--- src/rtl/serial_adder.sv ---
`default_nettype none
// ============================================================================
//  Module      : serial_adder
//  Description : Bit-serial unsigned adder. Two parallel-loaded WIDTH-bit
//                operands plus a carry-in are summed LSB-first, one bit per
//                clock, through a single full-adder cell and a carry flop.
//                A start/done handshake frames each addition. Latency is
//                WIDTH+1 edges from the accepting edge to done.
//  Revision    : 1.0 - initial release
// ============================================================================
module serial_adder #(
  parameter int WIDTH = 8
) (
  input  logic             clk,
  input  logic             rst_n,
  input  logic             start,
  input  logic [WIDTH-1:0] a,
  input  logic [WIDTH-1:0] b,
  input  logic             cin,
  output logic             busy,
  output logic             done,
  output logic [WIDTH-1:0] sum,
  output logic             cout
);

  // Counter must be able to index every bit position of the operand.
  localparam int                CNT_W    = $clog2(WIDTH + 1);
  localparam logic [CNT_W-1:0]  CNT_LAST = CNT_W'(WIDTH - 1);
  localparam logic [CNT_W-1:0]  CNT_ONE  = CNT_W'(1);

  typedef enum logic [1:0] {
    ST_IDLE = 2'd0,
    ST_RUN  = 2'd1,
    ST_DONE = 2'd2
  } state_t;

  state_t            state_q, state_d;
  logic [WIDTH-1:0]  opa_q,   opa_d;
  logic [WIDTH-1:0]  opb_q,   opb_d;
  logic [WIDTH-1:0]  acc_q,   acc_d;
  logic              carry_q, carry_d;
  logic [CNT_W-1:0]  cnt_q,   cnt_d;
  logic              busy_q,  busy_d;
  logic              done_q,  done_d;
  logic [WIDTH-1:0]  sum_q,   sum_d;
  logic              cout_q,  cout_d;

  // Full-adder cell operating on the current LSBs and the stored carry.
  logic              w_bit_sum;
  logic              w_bit_carry;
  logic [WIDTH-1:0]  w_acc_shift;

  // Single full-adder cell plus the accumulator shifted with the new bit at the MSB.
  always_comb begin
    w_bit_sum   = opa_q[0] ^ opb_q[0] ^ carry_q;
    w_bit_carry = (opa_q[0] & opb_q[0]) | (opa_q[0] & carry_q) | (opb_q[0] & carry_q);
    // Written as a shift/OR so it also degenerates cleanly to WIDTH=1.
    w_acc_shift = (acc_q >> 1) | (WIDTH'(w_bit_sum) << (WIDTH - 1));
  end

  // Next-state and datapath update; outputs only change on the edge entering DONE.
  always_comb begin
    state_d = state_q;
    opa_d   = opa_q;
    opb_d   = opb_q;
    acc_d   = acc_q;
    carry_d = carry_q;
    cnt_d   = cnt_q;
    busy_d  = busy_q;
    done_d  = 1'b0;
    sum_d   = sum_q;
    cout_d  = cout_q;

    case (state_q)
      ST_IDLE: begin
        busy_d = 1'b0;
        if (start) begin
          opa_d   = a;
          opb_d   = b;
          carry_d = cin;
          cnt_d   = '0;
          busy_d  = 1'b1;
          state_d = ST_RUN;
        end
      end

      ST_RUN: begin
        opa_d   = opa_q >> 1;
        opb_d   = opb_q >> 1;
        carry_d = w_bit_carry;
        acc_d   = w_acc_shift;
        cnt_d   = cnt_q + CNT_ONE;
        if (cnt_q == CNT_LAST) begin
          // Final bit bypasses the accumulator straight into the result.
          sum_d   = w_acc_shift;
          cout_d  = w_bit_carry;
          busy_d  = 1'b0;
          done_d  = 1'b1;
          state_d = ST_DONE;
        end
      end

      ST_DONE: begin
        // One-cycle completion state; start is deliberately not looked at.
        busy_d  = 1'b0;
        state_d = ST_IDLE;
      end

      default: begin
        busy_d  = 1'b0;
        state_d = ST_IDLE;
      end
    endcase
  end

  // State and datapath registers with asynchronous clear.
  always_ff @(posedge clk or negedge rst_n) begin
    if (!rst_n) begin
      state_q <= ST_IDLE;
      opa_q   <= '0;
      opb_q   <= '0;
      acc_q   <= '0;
      carry_q <= 1'b0;
      cnt_q   <= '0;
      busy_q  <= 1'b0;
      done_q  <= 1'b0;
      sum_q   <= '0;
      cout_q  <= 1'b0;
    end else begin
      state_q <= state_d;
      opa_q   <= opa_d;
      opb_q   <= opb_d;
      acc_q   <= acc_d;
      carry_q <= carry_d;
      cnt_q   <= cnt_d;
      busy_q  <= busy_d;
      done_q  <= done_d;
      sum_q   <= sum_d;
      cout_q  <= cout_d;
    end
  end

  assign busy = busy_q;
  assign done = done_q;
  assign sum  = sum_q;
  assign cout = cout_q;

endmodule
`default_nettype wire

--- config.mk ---
export PLATFORM = sky130hd
export DESIGN_NAME = serial_adder
export DESIGN_NICKNAME = d
export VERILOG_FILES = /design/src/rtl/serial_adder.sv
export SDC_FILE = /design/constraint.sdc
export NUM_CORES = 1
export LEC_CHECK = 0
export CORE_MARGIN = 2
export CORE_UTILIZATION = 40
export DETAILED_ROUTE_END_ITERATION = 7
export GPL_ROUTABILITY_DRIVEN = 0
export PLACE_DENSITY = 0.67
export SYNTH_ARGS = -nofsm -noshare
export SYNTH_HDL_FRONTEND = slang
export SYNTH_SLANG_ARGS = --single-unit
--- constraint.sdc ---
create_clock -name clk -period 3.05 [get_ports clk]
set_input_delay 0.61 -clock clk [delete_from_list [all_inputs] [get_ports clk]]
set_output_delay 0.61 -clock clk [all_outputs]
set_load 0.02 [all_outputs]
==> impl_metrics.csv <==
group,metric,value,unit
synthesis,yosys_warnings,0,
floorplanning,floorplan.die.width,71.3,um
timing,final_min_period_over_clock_period,69.5,%
clocking,clk_latency,0.29,ns
power_and_ir_drop,swShare,36.8,%
setup_path,worstPathMaxFanout,14,
final_layout,commonest_non_fill_non_tap_cells_in_the_layout,"dfrtp_1 (41), nand2_1 (32), clkdlybuf4s50_1 (29)",
floorplanning,die_height,71.3,um
floorplanning,io-pin-count,31,
setup_path,cp.required,3.25,ns
floorplanning,die_area,5080,um^2
status,status,"complete, no violations",
setup_path,critical_path_type,"in2reg",
timing,final-max-slew-violation-count,0,
clocking,clock-sinks,41,
power_and_ir_drop,p_leak,1.00,nW
timing,finalCriticalPeriod,2.12,ns
routing,antenna_left,0,
synthesis,syn_inst,169,
power_and_ir_drop,switching_power,0.000819,W
timing,fin_skew,0.00802,ns
setup_path,critPathArrivalTime,2.32,ns
setup_path,startpoint_type,"input pin",
timing,final.setup.tns,0,ns
clocking,tritoncts_clock_tree,"done",
setup_path,r2r.worst_path.cells,3,
synthesis,synth_fp_nets,191,
synthesis,yosys.area_share.simple,15.4,%
timing,layout_setup_ws,0.929,ns
routing,wl,3540,um
final_layout,final_cell_area,2260,um^2
clocking,clock_tree.buffer_depth,2,
routing,detailedRoute.firstPassIterationCount,4,
synthesis,netlist.top_cell.by_area,"dfrtp_1",
clocking,clock_tree.htree_level_count,2,
grt,grt_pass1_vias,1449,
synthesis,synth.lib_cells_used.distinct,22,
power_and_ir_drop,max-vdd-ir-drop,0.488,mV
timing,slew_at_the_pin_with_the_worst_max_slew_slack,0.890,ns
place,placement.io_buffers,30,
clocking,ctsHoldBuffers,0,
floorplanning,effective_utilization_at_floorplan,41.6,%
synthesis,synthesis.area_per_instance,10.7,um^2
routing,drt-vias-per-instance,5.34,
synthesis,netlist_top_cells_area,"dfrtp_1 (57%), nand2_1 (6.6%), a22oi_1 (6.2%)",
routing,drc_errors,0,
floorplanning,coreArea,4350,um^2
synthesis,synthesis.area,1810,um^2
setup_path,worst_setup_path_endpoint,"carry_q$_DFFE_PN0P_",
routing,drt-wirelength-per-cell,14.1,um
timing,setup_repair_after_global_routing_missed_its_margin,"no",
grt,globalRouteTotalUtil,15.9,%
power_and_ir_drop,pwr_dens,986,nW/um^2
setup_path,crit-reg2reg-capture,"sum[1]$_DFFE_PN0P_",
clocking,clock_root_buffer,"clkbuf_8",
synthesis,adder_and_majority_cell_fraction_of_the_synthesized_area,1.80,%
setup_path,critPathLaunch,"start",
power_and_ir_drop,pwr-share-comb,37.2,%
power_and_ir_drop,clock_group_share_of_total_power,19.7,%
synthesis,seq_area_frac_synth,56.6,%
final_layout,layout_area_overhead,24.7,%
setup_path,worstSetupEndpointType,"flop",
synthesis,yosys_register_bits,41,
final_layout,final_common_cell,"dfrtp_1",
power_and_ir_drop,power.internal,0.00141,W
timing,hold_violations,0,
final_layout,finalNetCount,220,
synthesis,synth_top_area_share,56.6,%
synthesis,synth-compound-area-share,17.1,%
power_and_ir_drop,pwr-share-seq,43.1,%
place,hpwl_after_detailed_placement,2390,um
grt,largest_net_degree_at_the_start_of_global_routing,42,
place,place_area,2140,um^2
grt,grt_pass1_wl,6420,um
final_layout,antenna-diode-count,0,
timing,finalSetupViolations,0,
setup_path,rrSetupSlack,0.93,ns
synthesis,synth.mux.area_fraction,6.22,%
clocking,cts_made_buffers,5,
floorplanning,row_count,24,
grt,overflow,0,
clocking,cts_repair_resize_count,0,
min_path,min_delay_path_class,"in2async",
clocking,clk_pin_slew_worst_paths,0.08,ns
clocking,post_cts_buffers,0,
place,preCtsSetupSlack,0.609,ns
routing,vias,1340,
grt,number_of_antenna_violations_at_the_first_check_in_global_routing,0,
synthesis,largest_family_of_logic_cells_by_synthesized_area,"compound AO/OA/AOI/OAI gates",
final_layout,post_route_cells_drive_above_1_share,11.6,%
flow_run,max_cap_violations,0,
routing,detail_route.iter0.violations,75,
synthesis,synth_xor_xnor_area_share,0,%
timing,fmaxAchievable,472,MHz
setup_path,critical_r2r_launch,"state_q[0]$_DFFE_PN0P_",
timing,timing.slew.headroom,40.7,%
-- per-stage QoR --
step	utilization, %	hold slack, ns	cells	power, W
finish	51.9	0.431	251	0.00223
global route	51.9	0.505	251	0.00240
CTS	51.9	0.466	251	0.00226
detailed placement	49.2	0.469	243	0.00181
global placement	49.2	0.459	243	0.00176
floorplan	-	0.314	169	0.00151
-- kinds of logic (layout without fill, tap and decap cells) --
kind of cell,after synthesis,after routing
AOI/OAI and AO/OA,50,50
and+or+nand+nor,55,55
DFF,41,41
adders and majority gates,2,2
buffers and inverters,11,41
muxes,10,10
-- synthesized netlist by cell type --
cell,count
nor2_8,1
ha_1,1
a21oi_1,12
buf_4,1
a22o_1,2
o21bai_1,1
mux2_1,2
nand3b_4,1
a31oi_1,1
mux2_2,8
nor2b_1,14
a22oi_1,15
clkbuf_1,5
buf_2,5
dfrtp_1,41
nor2_1,4
o311ai_2,1
nand3_1,2
nand2_1,32
fa_1,1
o21ai_0,18
nand2b_1,1
-- area by class of cell --
type,count,area (um^2)
clock buffer,5,68.8
sequential,41,1030
multi-input combinational,117,734
tap,52,65.1
fill,390,2100
clock inverter,3,46.3
timing repair buffer,33,318
-- sequential cells by signal, summed over array words and instances (netlist names) --
name,count
busy,1
sum,8
opa_q,8
acc_q,7
done,1
state_q,2
carry_q,1
cout,1
cnt_q,4
opb_q,8
-- power groups by stage --
| stage | clock network (W) | logic [W] | registers, W |
|---|---|---|---|
| 6_report | 0.000439 | 0.000829 | 0.000960 |
| 5_1_grt | 0.000469 | 0.000938 | 0.000997 |
| 4_1_cts | 0.000451 | 0.000844 | 0.000961 |
| 3_5_place_dp | 0 | 0.000841 | 0.000971 |
| 3_3_place_gp | 0 | 0.000807 | 0.000955 |
| 2_1_floorplan | 0 | 0.000541 | 0.000972 |
-- metal layers --
layer | share of wire [%] | global-route usage (%) | up-vias | wire length (um)
li1 | - | - | 648 | -
met1 | 44 | 19.9 | 651 | 1570
met5 | 0 | 0 | - | 0
met2 | 50 | 27.0 | 34 | 1770
met4 | 1.5 | 6.29 | 0 | 52
met3 | 4.1 | 3.38 | 7 | 146
-- worst max-delay path, stage by stage --
cell and delay (ns):
clkdlybuf4s50_1 0.76, nor2b_1 0.62, a21oi_1 0.15, o21ai_0 0.17
-- how the worst min path moves through the flow --
stage	endpoint	slack, ns	cells after the start
floorplan	acc_q[1]$_DFFE_PN0P_	0.31	0
global placement	acc_q[1]$_DFFE_PN0P_	0.46	2
detailed placement	acc_q[1]$_DFFE_PN0P_	0.47	2
CTS	opb_q[4]$_DFFE_PN0P_	0.47	1
global route	opa_q[1]$_DFFE_PN0P_	0.51	2
finish	opb_q[2]$_DFFE_PN0P_	0.43	1
(Power assumes the default switching activity.)
